### config.mk
export PLATFORM = sky130hd
export DESIGN_NAME = clock_div_multi_flat
export DESIGN_NICKNAME = d
export VERILOG_FILES = /design/src/rtl/clock_div_pkg.sv /design/src/rtl/clock_div_multi_if.sv /design/src/rtl/clock_div_chan.sv /design/src/rtl/clock_div_multi.sv /design/src/flat_wrapper.sv
export SDC_FILE = /design/constraint.sdc
export NUM_CORES = 1
export LEC_CHECK = 0
export CAP_MARGIN = 40
export CORE_MARGIN = 5
export CORE_UTILIZATION = 67
export DETAILED_ROUTE_END_ITERATION = 7
export DONT_BUFFER_PORTS = 1
export PLACE_DENSITY = 0.89
export SYNTH_ARGS = -nofsm -noshare
export SYNTH_HDL_FRONTEND = slang
export SYNTH_SLANG_ARGS = --single-unit
### constraint.sdc
create_clock -name clk_in -period 6.59 [get_ports clk_in]
set_input_delay 1.977 -clock clk_in [delete_from_list [all_inputs] [get_ports clk_in]]
set_output_delay 1.977 -clock clk_in [all_outputs]
set_load 0.03 [all_outputs]
### src/rtl/clock_div_pkg.sv
// Shared constants, per-channel control record and write-decode helper for the
// multi-channel clock divider.
package clock_div_pkg;

   localparam int CHAN_IDX_W   = 4;
   localparam int DIV_HALT     = 0;
   localparam int MAX_CHANNELS = 16;

   // Single-bit per-channel state. The SIZE-wide counter and divisors live in
   // the channel itself because their width is a module parameter.
   typedef struct packed {
      logic pend;
      logic clk_q;
      logic tick_q;
   } chan_ctrl_t;

   function automatic logic write_hit(input logic en,
                                      input logic [CHAN_IDX_W-1:0] idx,
                                      input int chan);
      return en && (int'(idx) == chan);
   endfunction

endpackage

### src/rtl/clock_div_multi_if.sv
// Divisor write bus, restart strobe and per-channel outputs of clock_div_multi.
interface clock_div_multi_if
   import clock_div_pkg::*;
#(
   parameter int CHANNELS = 4,
   parameter int SIZE     = 16
);

   logic                  wr_en;
   logic [CHAN_IDX_W-1:0] wr_chan;
   logic [SIZE-1:0]       wr_div;
   logic                  sync_restart;
   logic [CHANNELS-1:0]   clk_out;
   logic [CHANNELS-1:0]   tick;
   logic [CHANNELS-1:0]   pending;

   modport master (
      output wr_en, wr_chan, wr_div, sync_restart,
      input  clk_out, tick, pending
   );

   modport slave (
      input  wr_en, wr_chan, wr_div, sync_restart,
      output clk_out, tick, pending
   );

endinterface

### src/rtl/clock_div_chan.sv
// One divider channel: counter, active and pending divisors, and swap-at-terminal-count
// logic so divisor changes never produce a runt clock phase.
module clock_div_chan
   import clock_div_pkg::*;
#(
   parameter int SIZE        = 16,
   parameter int DIV_DEFAULT = 1
) (
   input  logic            clk_in,
   input  logic            reset,
   input  logic            gate,
   input  logic            wr_hit,
   input  logic [SIZE-1:0] wr_div,
   input  logic            sync_restart,
   output logic            clk_out,
   output logic            tick,
   output logic            pending
);

   logic [SIZE-1:0] cnt_q,  cnt_d;
   logic [SIZE-1:0] div_q,  div_d;
   logic [SIZE-1:0] nxt_q,  nxt_d;
   chan_ctrl_t      ctl_q,  ctl_d;
   logic            halted;
   logic            terminal;

   assign halted   = (div_q == SIZE'(DIV_HALT));
   assign terminal = !halted && (cnt_q == div_q - 1'b1);

   always_comb begin
      cnt_d        = cnt_q;
      div_d        = div_q;
      nxt_d        = nxt_q;
      ctl_d        = ctl_q;
      ctl_d.tick_q = 1'b0;

      if (sync_restart) begin
         // A write in the restart cycle beats any older pending value.
         cnt_d       = '0;
         ctl_d.clk_q = 1'b0;
         ctl_d.pend  = 1'b0;
         if (wr_hit) begin
            div_d = wr_div;
         end else if (ctl_q.pend) begin
            div_d = nxt_q;
         end
      end else if (halted) begin
         cnt_d       = '0;
         ctl_d.clk_q = 1'b0;
         if (wr_hit) begin
            div_d = wr_div;
         end
      end else begin
         if (wr_hit) begin
            nxt_d      = wr_div;
            ctl_d.pend = 1'b1;
         end
         if (gate) begin
            if (terminal) begin
               cnt_d        = '0;
               ctl_d.tick_q = 1'b1;
               ctl_d.clk_q  = ~ctl_q.clk_q;
               if (ctl_q.pend) begin
                  div_d      = nxt_q;
                  ctl_d.pend = wr_hit;
                  // Swapping in a halt parks the output low instead of toggling.
                  if (nxt_q == SIZE'(DIV_HALT)) begin
                     ctl_d.clk_q = 1'b0;
                  end
               end
            end else begin
               cnt_d = cnt_q + 1'b1;
            end
         end
      end
   end

   always_ff @(posedge clk_in) begin
      if (reset) begin
         cnt_q <= '0;
         div_q <= SIZE'(DIV_DEFAULT);
         nxt_q <= '0;
         ctl_q <= '0;
      end else begin
         cnt_q <= cnt_d;
         div_q <= div_d;
         nxt_q <= nxt_d;
         ctl_q <= ctl_d;
      end
   end

   assign clk_out = ctl_q.clk_q;
   assign tick    = ctl_q.tick_q;
   assign pending = ctl_q.pend;

endmodule

### src/rtl/clock_div_multi.sv
// Multi-channel programmable clock divider with per-channel tick strobes.
// Optional feature: define CLK_DIV_GATE_EN to add a per-channel run gate input.
module clock_div_multi
   import clock_div_pkg::*;
#(
   parameter int CHANNELS    = 4,
   parameter int SIZE        = 16,
   parameter int DIV_DEFAULT = 1
) (
   input  logic                clk_in,
   input  logic                reset,
`ifdef CLK_DIV_GATE_EN
   input  logic [CHANNELS-1:0] gate,
`endif
   clock_div_multi_if.slave    bus
);

   localparam int NUM_CH = (CHANNELS > MAX_CHANNELS) ? MAX_CHANNELS : CHANNELS;

   logic [CHANNELS-1:0] clk_vec;
   logic [CHANNELS-1:0] tick_vec;
   logic [CHANNELS-1:0] pend_vec;

   // Out-of-range wr_chan matches no channel, so such writes are dropped here.
   for (genvar i = 0; i < NUM_CH; i++) begin : g_chan
      logic ch_gate;
      logic ch_wr;

`ifdef CLK_DIV_GATE_EN
      assign ch_gate = gate[i];
`else
      assign ch_gate = 1'b1;
`endif
      assign ch_wr = write_hit(bus.wr_en, bus.wr_chan, i);

      clock_div_chan #(
         .SIZE        (SIZE),
         .DIV_DEFAULT (DIV_DEFAULT)
      ) u_chan (
         .clk_in       (clk_in),
         .reset        (reset),
         .gate         (ch_gate),
         .wr_hit       (ch_wr),
         .wr_div       (bus.wr_div),
         .sync_restart (bus.sync_restart),
         .clk_out      (clk_vec[i]),
         .tick         (tick_vec[i]),
         .pending      (pend_vec[i])
      );
   end

   if (NUM_CH < CHANNELS) begin : g_unused
      assign clk_vec[CHANNELS-1:NUM_CH]  = '0;
      assign tick_vec[CHANNELS-1:NUM_CH] = '0;
      assign pend_vec[CHANNELS-1:NUM_CH] = '0;
   end

   assign bus.clk_out = clk_vec;
   assign bus.tick    = tick_vec;
   assign bus.pending = pend_vec;

endmodule

### src/flat_wrapper.sv
// flat-port wrapper written by rule: the top's interface ports become plain ports
module clock_div_multi_flat import clock_div_pkg::*;
#(
   parameter int CHANNELS    = 4,
   parameter int SIZE        = 16,
   parameter int DIV_DEFAULT = 1
)
  (clk_in, reset, bus_wr_en, bus_wr_chan, bus_wr_div, bus_sync_restart, bus_clk_out, bus_tick, bus_pending);
  clock_div_multi_if #(.CHANNELS(CHANNELS), .SIZE(SIZE)) bus_i ();
  input  logic clk_in;
  input  logic reset;
  input wire logic [$bits(bus_i.wr_en)-1:0] bus_wr_en;
  input wire logic [$bits(bus_i.wr_chan)-1:0] bus_wr_chan;
  input wire logic [$bits(bus_i.wr_div)-1:0] bus_wr_div;
  input wire logic [$bits(bus_i.sync_restart)-1:0] bus_sync_restart;
  output wire logic [$bits(bus_i.clk_out)-1:0] bus_clk_out;
  output wire logic [$bits(bus_i.tick)-1:0] bus_tick;
  output wire logic [$bits(bus_i.pending)-1:0] bus_pending;
  assign bus_i.wr_en = bus_wr_en;
  assign bus_i.wr_chan = bus_wr_chan;
  assign bus_i.wr_div = bus_wr_div;
  assign bus_i.sync_restart = bus_sync_restart;
  assign bus_clk_out = bus_i.clk_out;
  assign bus_tick = bus_i.tick;
  assign bus_pending = bus_i.pending;
  clock_div_multi #(.CHANNELS(CHANNELS), .SIZE(SIZE), .DIV_DEFAULT(DIV_DEFAULT)) u_core (.clk_in(clk_in), .reset(reset), .bus(bus_i));
endmodule
---- After elaboration in Yosys (flattened, before gate mapping) ----
Cells that the tools add are included.
word-level totals
  logic and storage cells ................. 134
  output and inout port bits .............. 12
  register bits ........................... 204
  input port bits ......................... 24
cells by class
  add/sub/neg operators ................... 8
  equal/unequal tests ..................... 11
  bitwise logic cells ..................... 9
  reductions and logical operators ........ 42
  multiplexer cells ....................... 40
operators by type and width
  operator                                                               number
  16-bit two-way mux                                                     24
  16-bit zero test                                                       8
  16-bit by 1-bit adder with 16-bit output (second input constant)       4
  16-bit == test                                                         4
  16-bit by 1-bit subtractor with 16-bit output (second input constant)  4
  4-bit OR reduction                                                     4
  3-bit two-way mux                                                      4
  3-bit inequality test (second input constant)                          4
  3-bit AND reduction                                                    4
  3-bit nonzero test                                                     4
  3-bit OR reduction                                                     4
  1-bit NOT                                                              9
  4-bit by 3-bit == test with 1-bit output (second input constant)       2
  1-bit logical AND                                                      8
  1-bit two-way mux                                                      8
  2-bit two-way mux                                                      4
  2-bit AND reduction                                                    4
  4-bit by 2-bit == test with 1-bit output (second input constant)       1
  1-bit zero test                                                        4
  4-bit zero test                                                        1
  2-bit OR reduction                                                     1

---- Depth between registers and ports, before layout ----
Gate-level depths: netlist (run 1).
  depth after elaboration ................. 6
  depth in mapped cells ................... 13
  gate-level depth less buffers ........... 9

---- Cells and area by module ----
A second synthesis (run 1) with hierarchy kept.
second synthesis, totals
  cell total of the unflattened synthesis .. 1594
  area, all modules ....................... 12548.3 µm²
modules (own cells, without submodules)
  module                                         cells each  times used  sequential area each (µm²)  area each (µm²)
  clock_div_chan at u_core.g_chan[0].u_chan ...  399         2           1021.0                      3186.8
  clock_div_chan at u_core.g_chan[2].u_chan ...  395         2           1021.0                      3052.9
  clock_div_multi                                6           1           0.0                         68.8

---- Least setup slack after synthesis (run 1) ----
No wires, ideal clock.
  kind .................................... input-to-reg
  start ................................... input port bus_sync_restart
  end ..................................... register u_core.g_chan[2].u_chan.nxt_q[6]
  data arrival time ....................... 3.755 ns
  stages .................................. 6
  data required time ...................... 6.462 ns
  slack ................................... 2.708 ns
  setup time .............................. 0.128 ns
  cells stage by stage .................... clkbuf_1 > buf_1 > nor3_1 > buf_2 > mux2i_1 > nor2_1
between the ends
  cells in the longest elaborated chain, start to end .. 2
RTL lines
  element                        line                  source
  start, declared                flat_wrapper.sv:15    input wire logic [$bits(bus_i.sync_restart)-1:0] bus_sync_restart;
  1-bit NOT (no line)            -
  3-bit AND reduction (no line)  -
  end signal, assigned           clock_div_chan.sv:87  nxt_q <= nxt_d;
  end, declared                  clock_div_chan.sv:22  logic [SIZE-1:0] nxt_q, nxt_d;
Every way passes these cells.
A chain may end at the register's enable or synchronous reset.

---- Final worst setup path (run 1) ----
  start ................................... input port bus_wr_chan[1]
  end ..................................... register u_core.g_chan[0].u_chan.nxt_q[4]
between the ends
  cells in the longest elaborated chain, start to end .. 3
RTL lines
  element                        line                  source
  start, declared                flat_wrapper.sv:13    input wire logic [$bits(bus_i.wr_chan)-1:0] bus_wr_chan;
  4-bit zero test                clock_div_pkg.sv:20   return en && (int'(idx) == chan);
  1-bit logical AND              clock_div_pkg.sv:20
  3-bit AND reduction (no line)  -
  end signal, assigned           clock_div_chan.sv:87
  end, declared                  clock_div_chan.sv:22
Every way passes these cells.

==> tab_implementation.tex, run 1 <==
\begin{tabular}{lr}
\hline
Metric & Value \\
\hline
\multicolumn{2}{l}{\textbf{Synthesis}} \\
\quad Area of the mapped netlist & roughly 0.013 mm2 \\
\quad Synth top area cells & sky130\_fd\_sc\_hd\_\_dfxtp\_1, sky130\_fd\_sc\_hd\_\_mux2i\_1, sky130\_fd\_sc\_hd\_\_nor2\_1 \\
\quad Mapped Nets & 1579 \\
\quad Total number of yosys warnings & 0 \\
\quad Share of Yosys cell area claimed by the top area cell type & 0.325 \\
\quad Async set or reset register ratio after synthesis & 0 \\
\quad Gate Count Post-Synth & approximately 1500 \\
\quad Most used DFF post-synth & sky130\_fd\_sc\_hd\_\_dfxtp\_1 \\
\quad Mean Syn Cell Area & 8.13 um2 \\
\quad Sequential area share after synthesis & 0.325 \\
\quad Post-synthesis cell type count & 84 \\
\quad Total of flip-flops plus latches after synthesis & about 200 \\
\quad Number of flops mapped to enable cells by yosys & 0 \\
\quad Cell taking the most area after synthesis & sky130\_fd\_sc\_hd\_\_dfxtp\_1 \\
\multicolumn{2}{l}{\textbf{Route}} \\
\quad DRT iter0 DRCs & roughly 1200 \\
\quad Vias & 11400 \\
\quad DRC viols & 0 \\
\quad Vias per cell & between 6 and 7 \\
\quad Final wirelength & between 30000 and 40000 um \\
\quad Antenna-violating nets left & 0 \\
\quad Average wire length per cell after detail routing & about 19 um \\
\quad Pre-Repair DR Iteration Count & 5 \\
\multicolumn{2}{l}{\textbf{GRT}} \\
\quad Met2 usage & 0.484 \\
\quad Total GRT Usage & 0.287 \\
\quad Via count of the first global-routing pass & approximately 11000 \\
\quad Global-route wire length before repair & between 50000 and 60000 um \\
\quad Met1 capacity usage during global routing & 0.355 \\
\quad M3 GR Usage & 0.0586 \\
\quad Largest net degree at the start of global routing & between 100 and 150 \\
\quad GR Overflow Total & 0 \\
\quad Busiest metal layer after global routing & met2 \\
\quad Antenna violations before repair & 0 \\
\multicolumn{2}{l}{\textbf{Clocking}} \\
\quad Cells resized by post-CTS repair & 0 \\
\quad Inserted Clock Buffers & 23 \\
\quad H-tree depth & 1 \\
\quad CTS Hold Bufs & 0 \\
\quad Clock latency on the worst-skew pair & about 500 ps \\
\quad Clk Tree Root Cell & sky130\_fd\_sc\_hd\_\_clkbuf\_16 \\
\quad Number of clock sinks seen by CTS & between 200 and 250 \\
\quad Clock tree buffer depth & 3 \\
\quad CTS tree & done \\
\quad Postcts setup bufs & 0 \\
\quad Clock-pin slew on the worst setup and hold paths & around 60 ps \\
\multicolumn{2}{l}{\textbf{Setup path}} \\
\quad Family with the most delay on the worst path & simple AND/OR/NAND/NOR gates \\
\quad Critical Path AT & 4370 ps \\
\quad Worst reg2reg endpoint & u\_core.g\_chan[3].u\_chan.div\_q[1] \\
\quad Highest cell delay on the worst timing path & 650 ps \\
\quad Launch point of the worst reg-to-reg path & u\_core.g\_chan[3].u\_chan.div\_q[0] \\
\quad Crit-path max FO & 9 \\
\quad Data required time at the worst endpoint & 6990 ps \\
\quad Startpoint types & input pin \\
\quad Crit path cell chain & nor4b\_1 > and2\_1 > nand2\_1 > nor2\_1 > buf\_4 > mux2i\_1 > nor2\_1 \\
\quad Most used cell, CP & sky130\_fd\_sc\_hd\_\_nor2\_1 \\
\quad Worst reg-to-reg path cell count & 9 \\
\quad WP buf/inv & 1 \\
\quad Crit-path slowest cell & sky130\_fd\_sc\_hd\_\_nor2\_1 \\
\quad Critical Setup Path Class & in -> reg \\
\quad Reg2reg setup slack & 2800 ps \\
\quad CP endpoint kind & flip-flop \\
\multicolumn{2}{l}{\textbf{Cells and area}} \\
\quad Final antenna diode count & 0 \\
\quad Most common library cell in the layout ignoring fill and taps & sky130\_fd\_sc\_hd\_\_nor2\_1 \\
\quad Area growth, synth to finish & 5.73\% \\
\quad Post-route standard cell area excluding fillers & about 0.013 mm2 \\
\quad Top library cells by usage in the layout, fill and taps aside & sky130\_fd\_sc\_hd\_\_nor2\_1, sky130\_fd\_sc\_hd\_\_dfxtp\_1, sky130\_fd\_sc\_hd\_\_mux2i\_1, sky130\_fd\_sc\_hd\_\_nand2\_1, sky130\_fd\_sc\_hd\_\_a21oi\_1 \\
\quad \# nets final & 1499 \\
\quad Area used by multi-input combinational logic & $\sim$0.0079 mm2 \\
\quad Flip-flop and latch area & 0.00408 mm2 \\
\quad Fill cell total of the finished layout & 1334 \\
\quad Share of post-route cells with drive strength above 1 & 0.0837 \\
\multicolumn{2}{l}{\textbf{Power}} \\
\quad Worst vdd rail ir drop & between 200 and 300 uV \\
\quad Leak pwr & around 4.8 nW \\
\quad Total power per unit cell area & about 380 mW/mm2 \\
\multicolumn{2}{l}{\textbf{Floorplanning}} \\
\quad Area of the die & 0.0216 mm2 \\
\quad Starting utilization of the core area & 0.677 \\
\quad Die height & about 150 um \\
\quad \# rows & 50 \\
\quad Boundary pin count & 36 \\
\quad Placeable Area & around 0.019 mm2 \\
\quad Die width & about 150 um \\
\multicolumn{2}{l}{\textbf{Timing}} \\
\quad Peak clock frequency supported by timing & between 0.2 and 0.3 GHz \\
\quad Clock period minus final worst setup slack & 3970 ps \\
\quad Finish-stage setup viols & 0 \\
\quad Clock tree skew after final layout & around 18 ps \\
\quad Final worst-path cycle share & 0.603 \\
\quad RSZ-0062 raised after global routing & no \\
\quad Post-route setup slack & around 2600 ps \\
\quad Transition time at the pin with the least slew margin & $\sim$1000 ps \\
\quad Number of pins with negative max-slew slack in the final report & 0 \\
\quad TNS Setup & 0 ps \\
\quad Number of failing hold endpoints at the final stage & 0 \\
\quad Slew Limit Headroom & 0.309 \\
\multicolumn{2}{l}{\textbf{Place}} \\
\quad Post-DP Area & approximately 0.012 mm2 \\
\quad Final weighted congestion in routability-driven placement & 0.901 \\
\quad HPWL after DPL & 21500 um \\
\quad Number of buffers inserted by port buffering & 0 \\
\quad Post-placement worst setup slack & approximately 2200 ps \\
\multicolumn{2}{l}{\textbf{Hold path}} \\
\quad Number of cells on the worst hold path & 2 \\
\quad Endpoint, Worst Hold & u\_core.g\_chan[1].u\_chan.nxt\_q[6] \\
\quad Path category of the worst min-delay check & reg -> reg \\
\quad Startpoint of the lowest-slack hold path & u\_core.g\_chan[1].u\_chan.nxt\_q[6] \\
\multicolumn{2}{l}{\textbf{Outcome}} \\
\quad Run status & finished clean \\
\multicolumn{2}{l}{\textbf{Job}} \\
\quad Max-cap viol count & 0 \\
\hline
\end{tabular}
## synthesized netlist by cell type (all sizes together), types with 5 or more instances
master and instances:
a211oi 5, a21oi 76, a31oi 9, and2 18
and3 35, and4 5, buf 35, clkbuf 91
dfxtp 204, ha 8, inv 24, mux2 27
mux2i 120, nand2 110, nand2b 12, nand3 59
nand4 38, nor2 229, nor2b 16, nor3 57
nor3b 14, nor4 32, nor4b 8, o211ai 18
o21ai 28, o311ai 6, o31ai 18, or3 26
or4 22, or4b 5, xnor2 74, xor2 56
## where the power goes
group	internal (mW)	switching [mW]
registers	1.34	0.214
clock network	0.800	0.510
logic	0.818	1.40
total	2.96	2.12
## flip-flops by register name (all words and copies together), names as in the netlist
register,flops
u_core.g_chan.u_chan.div_q,64
u_core.g_chan.u_chan.nxt_q,64
u_core.g_chan.u_chan.cnt_q,64
u_core.g_chan.u_chan.clk_out,4
u_core.g_chan.u_chan.tick,4
u_core.g_chan.u_chan.pending,4
## through the flow
| step | power [mW] | util | hold slack [ps] | instances |
|---|---|---|---|---|
| after CTS | 5.03 | 0.714 | 472 | 1714 |
| after global routing | 5.34 | 0.716 | 495 | 1716 |
| final | 5.08 | 0.716 | 478 | 1716 |
| after detailed placement | 3.72 | 0.673 | 464 | 1674 |
| after global placement | 3.63 | 0.669 | 450 | 1669 |
| after floorplan | 3.37 | - | 438 | 1547 |
## area by class of cell
type,count,area share
Timing Repair Buffer,21,0.0144
Tap cell,234,0.0220
Clock inverter,10,0.00960
Inverter,24,0.00678
Clock buffer,30,0.0483
Multi-Input combinational cell,1193,0.592
Sequential cell,204,0.307
## how the worst max path moves through the flow
stage	slack, ps	from	cells past startpoint	end
3_5_place_dp	2200	bus_wr_chan[3]	6	u_core.g_chan[3].u_chan.div_q[1]
4_1_cts	2690	bus_wr_chan[1]	7	u_core.g_chan[0].u_chan.nxt_q[4]
6_report	2620	bus_wr_chan[1]	7	u_core.g_chan[0].u_chan.nxt_q[4]
5_1_grt	2450	bus_wr_chan[3]	6	u_core.g_chan[3].u_chan.div_q[1]
3_3_place_gp	2290	bus_wr_chan[3]	6	u_core.g_chan[3].u_chan.div_q[1]
2_1_floorplan	2710	bus_sync_restart	6	u_core.g_chan[2].u_chan.nxt_q[6]
## tightest hold or removal path, cell delays in order (launching register included)
cell and delay [ps]:
sky130_fd_sc_hd__dfxtp_1 320, sky130_fd_sc_hd__nand2_1 60, sky130_fd_sc_hd__a21oi_1 50
## metal layers
metal | vias up | part of all wire
met1 | 5381 | 0.40
met4 | 0 | 0.045
li1 | 5328 | -
met5 | - | 0
met2 | 518 | 0.47
met3 | 129 | 0.082
## cells by family (layout without fill, tap and decap cells)
kind of cell,count (synthesis),count (layout),synth area share
AOI/OAI and AO/OA,205,205,0.112
adders and majority gates,8,8,0.00796
muxes,147,147,0.122
xor gates and xnor gates,130,130,0.0905
DFF,204,204,0.325
and+or+nand+nor,703,703,0.290
buffers and inverters,150,85,0.0518
No activity file was read; power rests on OpenSTA's default activity.
==> inputs of run 2 (changes only) <==
- CORE_UTILIZATION: 67 -> 59
- PLACE_DENSITY: 0.89 -> 0.84
- clock period: 6.59 -> 3.2 ns (I/O delays scaled with it)
==> run 2 against run 1 <==
Compared with the run above: worst hold slack worse by 7.6 ps; die area up 13%; design area up 3.3%; flip-flop and latch count unchanged; cell count up 4.7%; via count down 1.1%; clock power up 120%; total power up 120%; critical endpoint is now u_core.g_chan[2].u_chan.clk_out.
==> tab_implementation.tex, run 2 (same netlist as run 1, synthesis figures left out) <==
\begin{tabular}{lr}
\hline
Metric & Value \\
\hline
\multicolumn{2}{l}{\textbf{Outcome}} \\
\quad Run status & finished clean \\
\multicolumn{2}{l}{\textbf{Setup path}} \\
\quad Crit path cell chain & inv\_1 > ha\_2 > or3b\_2 > nor4\_1 > xnor2\_1 > o2111ai\_1 > or4\_1 > or4\_1 > a21oi\_1 \\
\quad Worst reg-to-reg path cell count & 9 (unchanged) \\
\quad Data required time at the worst endpoint & 3660 ps (-3330 ps) \\
\quad Startpoint types & flip-flop \\
\quad Most used cell, CP & sky130\_fd\_sc\_hd\_\_or4\_1 \\
\quad Crit-path slowest cell & sky130\_fd\_sc\_hd\_\_or4\_1 \\
\quad Highest cell delay on the worst timing path & 600 ps (-50 ps) \\
\quad CP endpoint kind & flip-flop \\
\quad Worst reg2reg endpoint & u\_core.g\_chan[2].u\_chan.clk\_out \\
\quad Reg2reg setup slack & 170 ps (-2630 ps) \\
\quad Critical Setup Path Class & reg -> reg \\
\quad Crit-path max FO & 7 (-2) \\
\quad Launch point of the worst reg-to-reg path & u\_core.g\_chan[2].u\_chan.div\_q[1] \\
\quad Critical Path AT & 3480 ps (-890 ps) \\
\multicolumn{2}{l}{\textbf{Clocking}} \\
\quad Clock-pin slew on the worst setup and hold paths & 60 ps (about the same) \\
\quad Inserted Clock Buffers & 23 (unchanged) \\
\quad Number of clock sinks seen by CTS & 204 (unchanged) \\
\quad Clk Tree Root Cell & sky130\_fd\_sc\_hd\_\_clkbuf\_16 \\
\quad Clock tree buffer depth & 3 (unchanged) \\
\quad Clock latency on the worst-skew pair & 530 ps (+20 ps) \\
\quad H-tree depth & 1 (unchanged) \\
\quad CTS tree & done \\
\quad Postcts setup bufs & 0 (unchanged) \\
\multicolumn{2}{l}{\textbf{Hold path}} \\
\quad Path category of the worst min-delay check & reg -> reg \\
\quad Startpoint of the lowest-slack hold path & u\_core.g\_chan[1].u\_chan.nxt\_q[4] \\
\quad Endpoint, Worst Hold & u\_core.g\_chan[1].u\_chan.nxt\_q[4] \\
\quad Number of cells on the worst hold path & 2 (unchanged) \\
\multicolumn{2}{l}{\textbf{Route}} \\
\quad Average wire length per cell after detail routing & 18.0 um (-4.0\%) \\
\quad Pre-Repair DR Iteration Count & 6 (+1) \\
\quad Vias & 11200 (-1.1\%) \\
\quad Final wirelength & 32300 um (+0.54\%) \\
\quad DRC viols & 0 (unchanged) \\
\quad DRT iter0 DRCs & 884 (-25\%) \\
\quad Vias per cell & 6.25 (-5.6\%) \\
\quad Antenna-violating nets left & 0 (unchanged) \\
\multicolumn{2}{l}{\textbf{Power}} \\
\quad Total Power Consumption & 11.1 mW (+120\%) \\
\quad Cell internal pwr & 6.62 mW (+120\%) \\
\quad Part of the power in combinational logic & 0.463 (+0.027) \\
\quad Worst vdd rail ir drop & 757 uV (+160\%) \\
\quad Fraction of power consumed by the clock network & 0.259 (about the same) \\
\quad Net switching power & 4.52 mW (+110\%) \\
\quad Switching power as a share of total power & 0.405 (-0.0122) \\
\quad Leak pwr & 5.07 nW (+4.5\%) \\
\quad Total power per unit cell area & 811 mW/mm2 (+110\%) \\
\quad Register share of total power & 0.278 (-0.028) \\
\multicolumn{2}{l}{\textbf{Floorplanning}} \\
\quad \# rows & 53 (+6.0\%) \\
\quad Die height & 156 um (+6.1\%) \\
\quad Placeable Area & 0.0210 mm2 (+13\%) \\
\quad Boundary pin count & 36 (unchanged) \\
\quad Die width & 156 um (+6.1\%) \\
\quad Starting utilization of the core area & 0.598 (-0.0786) \\
\quad Area of the die & 0.0243 mm2 (+13\%) \\
\multicolumn{2}{l}{\textbf{Job}} \\
\quad Max-cap viol count & 0 (unchanged) \\
\multicolumn{2}{l}{\textbf{Cells and area}} \\
\quad Most common library cell in the layout ignoring fill and taps & sky130\_fd\_sc\_hd\_\_nor2\_1 \\
\quad Share of post-route cells with drive strength above 1 & 0.108 (+0.0241) \\
\quad Registers with the most flip-flops & u\_core.g\_chan.u\_chan.cnt\_q (64), u\_core.g\_chan.u\_chan.div\_q (64), u\_core.g\_chan.u\_chan.nxt\_q (64) \\
\quad Area growth, synth to finish & 9.22\% \\
\quad Final antenna diode count & 0 (unchanged) \\
\quad \# nets final & 1537 (+2.5\%) \\
\quad Top library cells by usage in the layout, fill and taps aside & sky130\_fd\_sc\_hd\_\_nor2\_1, sky130\_fd\_sc\_hd\_\_dfxtp\_1, sky130\_fd\_sc\_hd\_\_mux2i\_1, sky130\_fd\_sc\_hd\_\_nand2\_1, sky130\_fd\_sc\_hd\_\_a21oi\_1 \\
\multicolumn{2}{l}{\textbf{GRT}} \\
\quad Largest net degree at the start of global routing & 132 (unchanged) \\
\quad Via count of the first global-routing pass & 10600 (-2.7\%) \\
\quad Total GRT Usage & 0.258 (-0.0291) \\
\quad Antenna violations before repair & 0 (unchanged) \\
\quad Global-route wire length before repair & 52600 um (-0.59\%) \\
\quad GR Overflow Total & 0 (unchanged) \\
\multicolumn{2}{l}{\textbf{Timing}} \\
\quad Peak clock frequency supported by timing & 0.331 GHz \\
\quad Finish-stage setup viols & 0 (unchanged) \\
\quad Number of failing hold endpoints at the final stage & 0 (unchanged) \\
\quad Final worst-path cycle share & 0.945 \\
\quad Number of pins with negative max-slew slack in the final report & 0 (unchanged) \\
\quad Clock period minus final worst setup slack & roughly 3000 ps \\
\quad RSZ-0062 raised after global routing & no \\
\quad TNS Setup & 0 ps (unchanged) \\
\quad Transition time at the pin with the least slew margin & 922 ps (-106 ps) \\
\quad Clock tree skew after final layout & 16.5 ps (-1.13 ps) \\
\quad Slew Limit Headroom & 0.385 (+0.0762) \\
\multicolumn{2}{l}{\textbf{Place}} \\
\quad HPWL after DPL & 22000 um (+2.5\%) \\
\quad Number of buffers inserted by port buffering & 0 (unchanged) \\
\quad Final weighted congestion in routability-driven placement & 0.976 (+8.3\%) \\
\hline
\end{tabular}
-- run 2: changes by cell type in the layout (fill, tap and decap cells not counted), moves of 2 or more --
cell | previous run | this run
sky130_fd_sc_hd__bufinv_16 | 3 | 5
sky130_fd_sc_hd__clkinv_2 | 6 | 3
sky130_fd_sc_hd__buf_4 | 16 | 51
sky130_fd_sc_hd__clkbuf_1 | 3 | 6
sky130_fd_sc_hd__buf_12 | 0 | 4
-- run 2: through the flow --
| stage | utilization | hold slack [ps] | cells | setup WS (ps) | cell area, um2 |
|---|---|---|---|---|---|
| after floorplan | - | 438 | 1547 | 246 | 12600 |
| after global placement | 0.611 | 449 | 1751 | 241 | 12900 |
| after detailed placement | 0.614 | 456 | 1755 | 169 | 12900 |
| after CTS | 0.653 | 463 | 1797 | 146 | 13700 |
| after global routing | 0.653 | 494 | 1797 | 11.7 | 13700 |
| final | 0.653 | 470 | 1797 | 175 | 13700 |
-- run 2: worst max path at each step --
stage / from / end / slack, ps / depth (start not counted)
5_1_grt: u_core.g_chan[2].u_chan.div_q[1] / u_core.g_chan[2].u_chan.clk_out / 10 / 9
3_5_place_dp: u_core.g_chan[2].u_chan.div_q[1] / u_core.g_chan[2].u_chan.clk_out / 170 / 9
2_1_floorplan: u_core.g_chan[2].u_chan.div_q[0] / u_core.g_chan[2].u_chan.cnt_q[10] / 250 / 11
6_report: u_core.g_chan[2].u_chan.div_q[1] / u_core.g_chan[2].u_chan.clk_out / 170 / 9
3_3_place_gp: u_core.g_chan[2].u_chan.div_q[1] / u_core.g_chan[2].u_chan.clk_out / 240 / 9
4_1_cts: u_core.g_chan[2].u_chan.div_q[1] / u_core.g_chan[2].u_chan.clk_out / 150 / 9
-- run 2: what timing repair did --
item,4_1_cts,5_1_grt
hold buffers,0,0
endpoints found under the hold margin,0,0
gates resized for setup,0,2
setup endpoints to repair,0,17
-- run 2: area by class of cell --
type	instances	area, um2
multi-input combinational	1193	7880
clock buffer	32	639
tap	275	344
inverter	24	90.1
clock inverter	10	183
timing repair buffer	59	515
sequential	204	4080
fill	1656	7290
-- run 2: power by group through the flow --
| stage | registers, mW | clock network [mW] | logic (mW) |
|---|---|---|---|
| after floorplan | 3.02 | 0 | 3.93 |
| after global placement | 3.14 | 0 | 4.89 |
| after detailed placement | 3.15 | 0 | 5.01 |
| after CTS | 3.09 | 2.92 | 5.04 |
| after global routing | 3.13 | 3.02 | 5.55 |
| final | 3.10 | 2.88 | 5.16 |
-- run 2: critical path: cells and delay by family, from the launching register on --
kind | cells | cell delay (ps)
DFF | 1 | 330
AOI/OAI and AO/OA | 2 | 310
adders and majority gates | 1 | 250
buffers and inverters | 1 | 100
xor gates and xnor gates | 1 | 170
and+or+nand+nor | 4 | 1810
-- run 2: metal layers --
metal	up-vias	global-route usage	wire length, um
li1	5400	-	-
met1	5245	0.327	13400
met2	470	0.424	14700
met3	116	0.0560	2700
met4	0	0.113	1470
met5	-	0	0
==> inputs of run 3 (changes only) <==
- ABC_AREA: unset -> 1
- ABC_CLOCK_PERIOD_IN_PS: unset -> 3200
==> run 3 against run 2 <==
Compared with the run above: area after synthesis fell by 1.2%; global-route usage up 0.48 points; count of clock-buffer cells in the layout grew 1; critical endpoint is now u_core.g_chan[3].u_chan.div_q[15]; routed wire length rose by 0.76%; sequential power shrank 11%; clock skew down 6.0 ps.
==> tab_implementation.tex, run 3 <==
\begin{tabular}{lr}
\hline
Metric & Value \\
\hline
\multicolumn{2}{l}{\textbf{Outcome}} \\
\quad Run status & finished clean \\
\multicolumn{2}{l}{\textbf{Timing}} \\
\quad RSZ-0062 raised after global routing & no \\
\quad TNS Setup & 0 ps (unchanged) \\
\quad Clock tree skew after final layout & 10.5 ps (-6.00 ps) \\
\quad Peak clock frequency supported by timing & 0.386 GHz (+17\%) \\
\quad Transition time at the pin with the least slew margin & 879 ps (-43.7 ps) \\
\quad Final worst-path cycle share & 0.809 (-0.136) \\
\quad Number of pins with negative max-slew slack in the final report & 0 (unchanged) \\
\quad Number of failing hold endpoints at the final stage & 0 (unchanged) \\
\quad Clock period minus final worst setup slack & 2590 ps (-437 ps) \\
\quad Finish-stage setup viols & 0 (unchanged) \\
\quad Slew Limit Headroom & 0.413 (+0.0283) \\
\multicolumn{2}{l}{\textbf{Floorplanning}} \\
\quad Placeable Area & 0.0209 mm2 (-0.63\%) \\
\quad Die width & 155 um (-0.56\%) \\
\quad Area of the die & 0.0241 mm2 (-1.1\%) \\
\quad Boundary pin count & 36 (unchanged) \\
\quad Die height & 155 um (-0.56\%) \\
\quad \# rows & 53 (unchanged) \\
\quad Starting utilization of the core area & 0.595 (-0.00339) \\
\multicolumn{2}{l}{\textbf{Synthesis}} \\
\quad Gate Count Post-Synth & 1918 (+24\%) \\
\quad Number of flops mapped to enable cells by yosys & 0 (unchanged) \\
\quad Share of Yosys cell area claimed by the top area cell type & 0.329 (+0.00392) \\
\quad Post-synthesis cell type count & 43 (-49\%) \\
\quad Leading post-synthesis cells by instance count & sky130\_fd\_sc\_hd\_\_nand2\_1, sky130\_fd\_sc\_hd\_\_inv\_1, sky130\_fd\_sc\_hd\_\_nor2\_1, sky130\_fd\_sc\_hd\_\_dfxtp\_1, sky130\_fd\_sc\_hd\_\_a21oi\_1 \\
\quad Synth top area cells & sky130\_fd\_sc\_hd\_\_dfxtp\_1, sky130\_fd\_sc\_hd\_\_nand2\_1, sky130\_fd\_sc\_hd\_\_inv\_1 \\
\quad Sequential area share after synthesis & 0.329 (+0.00392) \\
\quad Mean Syn Cell Area & 6.48 um2 (-20\%) \\
\quad Area of the mapped netlist & 0.0124 mm2 (-1.2\%) \\
\quad Total of flip-flops plus latches after synthesis & 204 (unchanged) \\
\quad Cell taking the most area after synthesis & sky130\_fd\_sc\_hd\_\_dfxtp\_1 \\
\quad Most used DFF post-synth & sky130\_fd\_sc\_hd\_\_dfxtp\_1 \\
\quad Mapped Nets & 1950 (+23\%) \\
\quad Total number of yosys warnings & 0 (unchanged) \\
\quad Leading cell type by number of instances after synthesis & sky130\_fd\_sc\_hd\_\_nand2\_1 \\
\quad Async set or reset register ratio after synthesis & 0 (unchanged) \\
\multicolumn{2}{l}{\textbf{Cells and area}} \\
\quad Area growth, synth to finish & 7.11\% \\
\quad Layout Utilization & 0.637 (-0.0163) \\
\quad Most common library cell in the layout ignoring fill and taps & sky130\_fd\_sc\_hd\_\_nand2\_1 \\
\quad \# nets final & 1901 (+24\%) \\
\quad Share of post-route cells with drive strength above 1 & 0.0721 (-0.0356) \\
\quad Fill cell total of the finished layout & 1892 (+14\%) \\
\quad Final antenna diode count & 0 (unchanged) \\
\quad Top library cells by usage in the layout, fill and taps aside & sky130\_fd\_sc\_hd\_\_nand2\_1, sky130\_fd\_sc\_hd\_\_inv\_1, sky130\_fd\_sc\_hd\_\_nor2\_1, sky130\_fd\_sc\_hd\_\_dfxtp\_1, sky130\_fd\_sc\_hd\_\_a21oi\_1 \\
\quad Registers with the most flip-flops & u\_core.g\_chan.u\_chan.cnt\_q (64), u\_core.g\_chan.u\_chan.div\_q (64), u\_core.g\_chan.u\_chan.nxt\_q (64) \\
\multicolumn{2}{l}{\textbf{Clocking}} \\
\quad Clock latency on the worst-skew pair & 510 ps (-20 ps) \\
\quad CTS Hold Bufs & 0 (unchanged) \\
\quad Clock tree buffer depth & 3 (unchanged) \\
\quad Clock-pin slew on the worst setup and hold paths & 60 ps (about the same) \\
\quad H-tree depth & 1 (unchanged) \\
\quad Postcts setup bufs & 0 (unchanged) \\
\quad Cells resized by post-CTS repair & 0 (unchanged) \\
\quad CTS tree & done \\
\quad Number of clock sinks seen by CTS & 204 (unchanged) \\
\quad Inserted Clock Buffers & 24 (+4.3\%) \\
\quad Clk Tree Root Cell & sky130\_fd\_sc\_hd\_\_clkbuf\_16 \\
\multicolumn{2}{l}{\textbf{Setup path}} \\
\quad Crit-path slowest cell & sky130\_fd\_sc\_hd\_\_nand3\_2 \\
\quad Startpoint types & flip-flop \\
\quad Highest cell delay on the worst timing path & 540 ps (-60 ps) \\
\quad CP endpoint kind & flip-flop \\
\quad Data required time at the worst endpoint & 3610 ps (-50 ps) \\
\quad Most used cell, CP & sky130\_fd\_sc\_hd\_\_nand2\_1 \\
\quad Critical Setup Path Class & reg -> reg \\
\quad Crit-path max FO & 33 (+26) \\
\quad Crit path cell chain & inv\_2 > ha\_1 > nand2\_1 > nor2\_2 > nand2\_2 > nor2\_4 > nand2\_1 > nand2\_1 > nand2\_1 > nand2\_1 > nand2\_1 > nor2\_1 > nand3\_2 > a21oi\_1 > nor2\_1 \\
\quad Critical Path AT & 2990 ps (-490 ps) \\
\multicolumn{2}{l}{\textbf{Power}} \\
\quad Worst vdd rail ir drop & 436 uV (-42\%) \\
\quad Net switching power & 1.87 mW (-59\%) \\
\quad Leak pwr & 5.46 nW (+7.9\%) \\
\quad Fraction of power consumed by the clock network & 0.432 (+0.173) \\
\quad Switching power as a share of total power & 0.281 (-0.125) \\
\quad Cell internal pwr & 4.78 mW (-28\%) \\
\quad Total power per unit cell area & 499 mW/mm2 (-38\%) \\
\quad Register share of total power & 0.413 (+0.135) \\
\quad Part of the power in combinational logic & 0.155 (-0.308) \\
\multicolumn{2}{l}{\textbf{GRT}} \\
\quad Via count of the first global-routing pass & 11000 (+3.3\%) \\
\quad Largest net degree at the start of global routing & 61 (-54\%) \\
\quad Global-route wire length before repair & 53200 um (+1.2\%) \\
\quad GR Overflow Total & 0 (unchanged) \\
\quad Total GRT Usage & 0.263 (+0.00481) \\
\quad Antenna violations before repair & 0 (unchanged) \\
\multicolumn{2}{l}{\textbf{Place}} \\
\quad HPWL after DPL & 23300 um (+5.7\%) \\
\quad Final weighted congestion in routability-driven placement & 0.930 (-4.8\%) \\
\quad Number of buffers inserted by port buffering & 0 (unchanged) \\
\multicolumn{2}{l}{\textbf{Route}} \\
\quad DRT iter0 DRCs & 1162 (+31\%) \\
\quad Pre-Repair DR Iteration Count & 6 (unchanged) \\
\quad DRC viols & 0 (unchanged) \\
\quad Vias per cell & 5.63 (-9.9\%) \\
\quad Final wirelength & 32600 um (+0.76\%) \\
\quad Average wire length per cell after detail routing & 15.1 um (-16\%) \\
\quad Antenna-violating nets left & 0 (unchanged) \\
\quad Vias & 12200 (+8.4\%) \\
\multicolumn{2}{l}{\textbf{Hold path}} \\
\quad Path category of the worst min-delay check & reg -> reg \\
\multicolumn{2}{l}{\textbf{Job}} \\
\quad Max-cap viol count & 0 (unchanged) \\
\hline
\end{tabular}
run 3: final timing paths:
| check | cells after the start | slack, ps | startpoint | end |
|---|---|---|---|---|
| max | 15 | 610 | u_core.g_chan[3].u_chan.div_q[0] | u_core.g_chan[3].u_chan.div_q[15] |
| min | 2 | 450 | u_core.g_chan[0].u_chan.nxt_q[0] | u_core.g_chan[0].u_chan.nxt_q[0] |
| max reg2reg | 15 | 610 | u_core.g_chan[3].u_chan.div_q[0] | u_core.g_chan[3].u_chan.div_q[15] |
| min reg2reg | 2 | 450 | u_core.g_chan[0].u_chan.nxt_q[0] | u_core.g_chan[0].u_chan.nxt_q[0] |
run 3: logic make-up (layout without fill, tap and decap cells):
kind of cell | after synthesis | in the layout | synth area share
compound gates | 378 | 378 | 0.167
xor+xnor | 73 | 73 | 0.0537
fa+ha+maj | 8 | 8 | 0.00806
buf+inv | 349 | 317 | 0.117
flops | 204 | 204 | 0.329
simple gates | 906 | 906 | 0.326
run 3: metrics by stage:
step	power, mW	setup slack, ps	area (um2)	instances	hold WS (ps)
floorplan	3.60	879	12400	1918	424
global placement	3.78	609	12400	2117	440
detailed placement	3.80	657	12500	2118	445
CTS	6.67	654	13300	2161	454
global route	6.93	392	13300	2161	469
finish	6.65	612	13300	2161	450
run 3: layer usage:
| layer | vias to the layer above | global-route usage | routed length, um |
|---|---|---|---|
| li1 | 6134 | - | - |
| met1 | 5528 | 0.348 | 14000 |
| met5 | - | 0 | 0 |
| met4 | 0 | 0.108 | 1360 |
| met3 | 99 | 0.0473 | 2470 |
| met2 | 408 | 0.425 | 14700 |
run 3: power groups by stage:
stage / clock (mW) / sequential, mW / combinational (mW)
global route: 3.01 / 2.76 / 1.16
floorplan: 0 / 2.76 / 0.843
CTS: 2.91 / 2.74 / 1.01
finish: 2.87 / 2.75 / 1.03
detailed placement: 0 / 2.80 / 1.00
global placement: 0 / 2.80 / 0.979
run 3: final cells by class:
type	count	area, um2	share of cell area
Clock buffer	33	706	0.0530
Clock inverter	10	138	0.0103
Inverter	253	950	0.0714
Multi-Input combinational cell	1365	6900	0.518
Sequential cell	204	4080	0.307
Tap cell	275	344	0.0259
Timing Repair Buffer	21	190	0.0143
run 3: critical path, delay by kind of cell, from the launching register on:
family | cells | cell delay [ps]
DFF | 1 | 350
and+or+nand+nor | 12 | 1490
AOI/OAI and AO/OA | 1 | 320
buffers and inverters | 1 | 70
adders and majority gates | 1 | 220
